<file path="config.mk">
export PLATFORM = sky130hd
export DESIGN_NAME = button_op_encoder
export DESIGN_NICKNAME = d
export VERILOG_FILES = /design/src/rtl/button_op_encoder.sv
export SDC_FILE = /design/constraint.sdc
export NUM_CORES = 1
export LEC_CHECK = 0
export BUFFER_PORTS_ARGS = -buffer_cell sky130_fd_sc_hd__buf_2
export CAP_MARGIN = 20
export CORE_ASPECT_RATIO = 1.75
export CORE_MARGIN = 2
export CORE_UTILIZATION = 61
export CTS_CLUSTER_DIAMETER = 80
export DETAILED_ROUTE_END_ITERATION = 16
export PLACE_DENSITY = 0.87
export SLEW_MARGIN = 0
export SYNTH_ARGS = -nofsm -noshare
export SYNTH_HDL_FRONTEND = slang
export SYNTH_SLANG_ARGS = --single-unit
</file>
<file path="constraint.sdc">
create_clock -name clk -period 2 [get_ports clk]
set_input_delay 0.2 -clock clk [delete_from_list [all_inputs] [get_ports clk]]
set_output_delay 0.2 -clock clk [all_outputs]
set_load 0.02 [all_outputs]
</file>
<file path="src/rtl/button_op_encoder.sv">
// Front-panel encoder: synchronises and debounces three push-buttons and issues one
// 2-bit operation code per press, then waits for the counter's encoder_reset handshake.
module button_op_encoder #(
  parameter int DEBOUNCE_CYCLES = 100,
  parameter int CNT_W           = 16,
  parameter int ACK_TIMEOUT     = 8
) (
  input  logic       clk,
  input  logic       rst_n,
  input  logic       btn_madd,
  input  logic       btn_szero,
  input  logic       btn_reset,
  input  logic       encoder_reset,
  output logic [1:0] operation,
  output logic       busy,
  output logic       ack_err
);

  localparam int TMO_W = (ACK_TIMEOUT > 2) ? $clog2(ACK_TIMEOUT) : 1;

  typedef enum logic [1:0] {IDLE, ISSUE, WAIT_ACK, RELEASE} state_t;

  // bit 0 = minute_add, bit 1 = sec_to_zero, bit 2 = clock_reset
  logic [2:0]       raw;
  logic [2:0]       s1_q, s1_d, s2_q, s2_d;
  logic [2:0]       stable_q, stable_d, stable_hist_q, stable_hist_d;
  logic [2:0]       press_q, press_d;
  logic [CNT_W-1:0] cnt_q [3];
  logic [CNT_W-1:0] cnt_d [3];
  state_t           state_q, state_d;
  logic [1:0]       code_q, code_d;
  logic [TMO_W-1:0] tmo_q, tmo_d;
  logic             ack_err_q, ack_err_d;

  assign raw = {btn_reset, btn_szero, btn_madd};

  always_comb begin
    s1_d          = raw;
    s2_d          = s1_q;
    stable_d      = stable_q;
    stable_hist_d = stable_q;
    press_d       = stable_q & ~stable_hist_q;
    for (int i = 0; i < 3; i++) begin
      cnt_d[i] = cnt_q[i];
      if (s2_q[i] == stable_q[i]) begin
        cnt_d[i] = '0;
      end else if (cnt_q[i] == CNT_W'(DEBOUNCE_CYCLES - 1)) begin
        stable_d[i] = s2_q[i];
        cnt_d[i]    = '0;
      end else begin
        cnt_d[i] = cnt_q[i] + CNT_W'(1);
      end
    end
  end

  always_comb begin
    state_d   = state_q;
    code_d    = code_q;
    tmo_d     = tmo_q;
    ack_err_d = ack_err_q;
    unique case (state_q)
      IDLE: begin
        if (|press_q) begin
          state_d = ISSUE;
          code_d  = press_q[2] ? 2'b11 : (press_q[1] ? 2'b01 : 2'b10);
        end
      end
      ISSUE: begin
        state_d = WAIT_ACK;
        tmo_d   = '0;
      end
      WAIT_ACK: begin
        if (encoder_reset) begin
          state_d = RELEASE;
        end else if (tmo_q == TMO_W'(ACK_TIMEOUT - 1)) begin
          ack_err_d = 1'b1;
          state_d   = RELEASE;
        end else begin
          tmo_d = tmo_q + TMO_W'(1);
        end
      end
      RELEASE: begin
        // Hold off until every button is up so one press yields one code
        if (!encoder_reset && stable_q == 3'b000) state_d = IDLE;
      end
      default: state_d = IDLE;
    endcase
  end

  always_ff @(posedge clk) begin
    if (!rst_n) begin
      s1_q          <= '0;
      s2_q          <= '0;
      stable_q      <= '0;
      stable_hist_q <= '0;
      press_q       <= '0;
      for (int i = 0; i < 3; i++) cnt_q[i] <= '0;
      state_q       <= IDLE;
      code_q        <= 2'b00;
      tmo_q         <= '0;
      ack_err_q     <= 1'b0;
    end else begin
      s1_q          <= s1_d;
      s2_q          <= s2_d;
      stable_q      <= stable_d;
      stable_hist_q <= stable_hist_d;
      press_q       <= press_d;
      for (int i = 0; i < 3; i++) cnt_q[i] <= cnt_d[i];
      state_q       <= state_d;
      code_q        <= code_d;
      tmo_q         <= tmo_d;
      ack_err_q     <= ack_err_d;
    end
  end

  assign operation = (state_q == ISSUE) ? code_q : 2'b00;
  assign busy      = (state_q != IDLE);
  assign ack_err   = ack_err_q;

endmodule

</file>
==> results of run 1 <==
==> sequential cells by signal, indices dropped and copies added, names as in the netlist <==
register and count:
code_q 2, ack_err 1, state_q 2, tmo_q 3
cnt_q 48, stable_hist_d 3, stable_hist_q 3, s2_q 3
press_q 3, s1_q 3
==> worst paths after layout <==
path,end,slack [ps],cells past startpoint
worst max-delay path,state_q[0],150,6
worst min-delay path,s1_q[2],70,2
worst max register to register,state_q[0],150,6
worst min register to register,press_q[1],390,1
==> cells by family after synthesis <==
group / count (synthesis) / share of synthesized area, %
muxes: 4 / 1.302
buffers and inverters: 28 / 3.621
and+or+nand+nor: 169 / 29.74
xor gates and xnor gates: 41 / 11.68
DFF: 71 / 46.22
adders and majority gates: 9 / 3.662
AOI/OAI and AO/OA: 18 / 3.784
==> power by group through the flow <==
stage	clock network, uW	registers [uW]	logic, uW
global placement	0	1470	129
finish	1340	1440	132
global route	1410	1440	149
CTS	1360	1440	134
floorplan	0	1470	99.5
detailed placement	0	1480	133
==> area by class of cell <==
cell class                      instances  share of cell area (%)
Tap cell                               54                   1.977
Inverter                               20                   2.197
Clock buffer                           14                   5.346
Clock inverter                          2                   1.758
Multi-Input combinational cell        241                   45.15
Timing Repair Buffer                   12                   1.977
Sequential cell                        71                   41.60
==> metrics by stage <==
stage | util [%] | worst slack (ps) | cells | hold WS (ps)
6_report | 69.24 | 148.4 | 414 | 66.38
5_1_grt | 69.24 | 75.45 | 414 | 54.24
4_1_cts | 69.24 | 148.6 | 414 | 57.05
3_5_place_dp | 64.33 | 165.3 | 398 | 384.4
3_3_place_gp | 64.33 | 234.1 | 398 | 373.9
2_1_floorplan | - | 275.2 | 340 | 327.3
==> cell usage in the layout, fill, tap and decap left out, drive strengths merged, types with 4 or more instances in the layout <==
master	instances
nor2b	7
xnor2	31
a21oi	4
mux2i	4
and2	12
buf	12
inv	20
xor2	10
nor4	12
o21ai	6
dfxtp	71
clkbuf	14
nor2	52
or3	5
nand3	22
ha	9
nor3	14
nand2	11
nand4	19
==> routing by layer <==
metal | track usage [%] | part of all wire, % | vias up
met2 | 38.81 | 56 | 54
met4 | 11.63 | 2.2 | 0
met5 | 0 | 0 | -
li1 | - | - | 1196
met3 | 4.503 | 3.0 | 11
met1 | 22.51 | 39 | 1107
==> impl_metrics.json, run 1 <==
{
  "outcome": "finished, final reports clean",
  "clock-sinks": 71,
  "power.internal_uw": 2321,
  "yosys_warnings": 0,
  "skew_ps": 7.746,
  "ant_nets": 0,
  "cp_top_family": "simple AND/OR/NAND/NOR gates",
  "drive_above_1_share_pct": 10.00,
  "r2r_start": "tmo_q[0]",
  "multi_input_area_mm2": 0.001543,
  "place_congestion": 0.8658,
  "vdd_drop_max_v": 0.0009149,
  "cts_hold_buffers": 0,
  "synth_top_flop_cell": "dfxtp_1",
  "wire_per_inst_um": 13.43,
  "yosys.area.top_type_share_pct": 46.22,
  "grt_pass1_wl_um": 9591,
  "path_max_fanout": 5,
  "min_period_ps": 1852,
  "slowest_stage": "or3b_2",
  "drv_slew": 0,
  "cpPeakStageDelay_ps": 530,
  "path_cells": "ha_1, ha_1, or3b_2, o311ai_1, nor3_1, a211oi_1",
  "switching_power_uw": 596.6,
  "cts.path.max_buffers": 2,
  "overflow": 0,
  "path_clk_slew_ps": 70,
  "avgSynthCellArea_um2": 9.045,
  "total_power_uw": 2918,
  "cts_resized": 0,
  "switching_share_pct": 20.45,
  "worstSkewPairLatency_ps": 340,
  "critical_path_buf_inv_count": 0,
  "ys_top_cells_by_area": "dfxtp_1, xnor2_1, nor2_1",
  "via_per_inst": 5.720,
  "dpl-instance-area_mm2": 0.003174,
  "core_area_mm2": 0.004935,
  "p_comb_share_pct": 4.5,
  "htreeDepth": 3,
  "crit_start": "tmo_q[0]",
  "drt_iter0_drc": 44,
  "fin_crit_sh_pct": 92.58,
  "antenna_cells": 0,
  "power_frac_clock_pct": 46.0,
  "routed_wl_um": 5559,
  "grt_pass1_vias": 2296,
  "maxCapViolCount": 0,
  "cp-end-kind": "flip-flop",
  "die_x_um": 57.68,
  "finalHoldViolCount": 0,
  "yosys-top-cells-count": "dfxtp_1, nor2_1, xnor2_1, inv_1, nand3_1",
  "critPathLaunchType": "flip-flop",
  "crit_top_cell": "ha_1",
  "yosysSeqAreaShare_pct": 46.22,
  "syn_area_mm2": 0.003075,
  "regArea_mm2": 0.001421,
  "critPathKind": "flip-flop to flip-flop",
  "synth_cell_types": 36,
  "port_buffers": 9,
  "clockRootBuffer": "clkbuf_8",
  "p_per_area_mw_per_mm2": 853.8,
  "area_growth_pct": 11.11,
  "rsz0062_at_grt": "false",
  "nNetsFinal": 370,
  "die_h_um": 97.93,
  "cts_tree": "built",
  "grt_usage_pct": 21.60,
  "cp.required_ps": 2250,
  "grt_max_degree": 24,
  "final-setup-viol-count": 0,
  "yosys.area.top_type": "dfxtp_1",
  "hold_path_class": "primary input to flip-flop",
  "power.share.sequential_pct": 49.5,
  "die_area_mm2": 0.005648,
  "antenna_found_initial": 0,
  "cellLeakagePower_uw": 0.001167,
  "cts_buffers": 9,
  "drtPass1Iterations": 4,
  "synth_edf_count": 0,
  "slew_headroom_pct": 67.69,
  "cp.arrival_ps": 2100,
  "synthesis.instances": 340,
  "yosysMostFrequentCell": "dfxtp_1",
  "design_area_mm2": 0.003417,
  "fillerInstances": 364,
  "setup_tns_ps": 0,
  "syn_nets": 355,
  "synth_seq_cells": 71,
  "ioPinCount": 10,
  "post-cts-setup-buffers": 0,
  "drcViolationCount": 0,
  "tightest_slew_ps": 477.1,
  "start_util_pct": 62.32,
  "synth-async-reset-ratio_pct": 0,
  "num_vias": 2368,
  "rows": 34,
  "min_from": "btn_reset",
  "hpwl_um": 3808,
  "fmax_mhz": 540.1
}
Power figures use the tool's default switching activity.
==> run 2, diff against run 1 <==
HOLD_SLACK_MARGIN = 0.08   (was default)
==> impl_metrics.json, run 2 (same netlist as run 1, synthesis figures left out) <==
{
  "core_area_mm2": 0.004935,
  "critPathKind": "flip-flop to flip-flop",
  "final-setup-viol-count": 0,
  "routed_wl_um": 5734,
  "overflow": 0,
  "cp-end-kind": "flip-flop",
  "grt_pass1_vias": 2345,
  "ant_nets": 0,
  "maxCapViolCount": 0,
  "largest_register_ffs": 48,
  "die_area_mm2": 0.005648,
  "drt_iter0_drc": 48,
  "cellLeakagePower_uw": 0.001180,
  "final_cell_mix": "dfxtp_1, nor2_1, xnor2_1, inv_1, nand3_1",
  "p_per_area_mw_per_mm2": 849.8,
  "crit_top_cell": "ha_1",
  "finalHoldViolCount": 0,
  "nNetsFinal": 373,
  "final_core_util_pct": 69.85,
  "outcome": "finished, final reports clean",
  "critPathLaunchType": "flip-flop",
  "antenna_cells": 0,
  "path_clk_slew_ps": 70,
  "via_per_inst": 5.758,
  "cp.required_ps": 2250,
  "tightest_slew_ps": 502.4,
  "port_buffers": 9,
  "cts_buffers": 9,
  "fmax_mhz": 538.1,
  "antenna_found_initial": 0,
  "hpwl_um": 3808,
  "rsz0062_at_grt": "false",
  "cp.arrival_ps": 2110,
  "cts_resized": 0,
  "grt_max_degree": 24,
  "vdd_drop_max_v": 0.0009224,
  "hold_path_class": "primary input to flip-flop",
  "path_max_fanout": 5,
  "drtPass1Iterations": 4,
  "largest-register": "cnt_q",
  "wl_met1_um": 2252,
  "slew_headroom_pct": 65.97,
  "fin_crit_sh_pct": 92.92,
  "drv_slew": 0,
  "ioPinCount": 10,
  "clockRootBuffer": "clkbuf_8",
  "grt_usage_pct": 22.28,
  "top_layer_used": "met4",
  "wl_met2_um": 3161,
  "cts.path.max_buffers": 2,
  "die_x_um": 57.68,
  "drcViolationCount": 0,
  "slowest_stage": "or3b_2",
  "cts_tree": "built",
  "htreeDepth": 3,
  "worstSkewPairLatency_ps": 340,
  "grt_pass1_wl_um": 9901,
  "area_growth_pct": 12.08,
  "worst_hold_slack_ps": 198.4,
  "min_period_ps": 1858,
  "skew_ps": 7.551,
  "start_util_pct": 62.32,
  "rows": 34,
  "die_h_um": 97.93,
  "cpPeakStageDelay_ps": 530,
  "num_vias": 2401,
  "setup_tns_ps": 0,
  "path_cells": "ha_1, ha_1, or3b_2, o311ai_1, nor3_1, a211oi_1",
  "wire_per_inst_um": 13.75,
  "drive_above_1_share_pct": 9.917,
  "layout_commonest_cell": "dfxtp_1",
  "post-cts-setup-buffers": 0,
  "cts_hold_buffers": 3,
  "clock-sinks": 71,
  "place_congestion": 0.8658,
  "dr_wl_met3_um": 142
}
## run 2: worst max-delay path: cells and delay by family (launching register included)
family | cells | cell delay [ps]
and+or+nand+nor | 2 | 610
AOI/OAI and AO/OA | 2 | 420
adders and majority gates | 2 | 400
DFF | 1 | 330
## run 2: cell type report
cell class | instances | area (um^2)
Clock buffer | 14 | 182.7
Clock inverter | 2 | 60.06
Fill cell | 352 | 1488
Inverter | 20 | 75.07
Multi-Input combinational cell | 241 | 1543
Sequential cell | 71 | 1421
Tap cell | 54 | 67.56
Timing Repair Buffer | 15 | 97.59
## run 2: through the flow
step | power (uW) | setup WS, ps | cell area [um^2] | cells
finish | 2929 | 141.6 | 3447 | 417
global placement | 1603 | 234.1 | 3174 | 398
global route | 3016 | 75.47 | 3447 | 417
CTS | 2939 | 148.6 | 3447 | 417
floorplan | 1572 | 275.2 | 3075 | 340
detailed placement | 1609 | 165.3 | 3174 | 398
## run 2: report_power, final
| group | switching, uW | internal (uW) | total [uW] |
|---|---|---|---|
| sequential | 13.9 | 1430 | 1440 |
| combinational | 83.9 | 54.9 | 139 |
| clock | 507 | 840 | 1350 |
| total | 604 | 2320 | 2930 |
## run 2: routing by layer
metal  global-route usage (%)  vias to the layer above
met3                    4.636                       17
met1                    23.30                     1133
met2                    40.03                       48
met4                    11.81                        0
met5                        0                        -
li1                         -                     1203
## run 2: worst paths after layout
kind	end	slack, ps	start	cells after the start
worst max-delay path	state_q[0]	140	tmo_q[0]	6
worst min-delay path	tmo_q[1]	200	encoder_reset	4
worst max register to register	state_q[0]	140	tmo_q[0]	6
worst min register to register	press_q[1]	390	stable_hist_q[1]	1
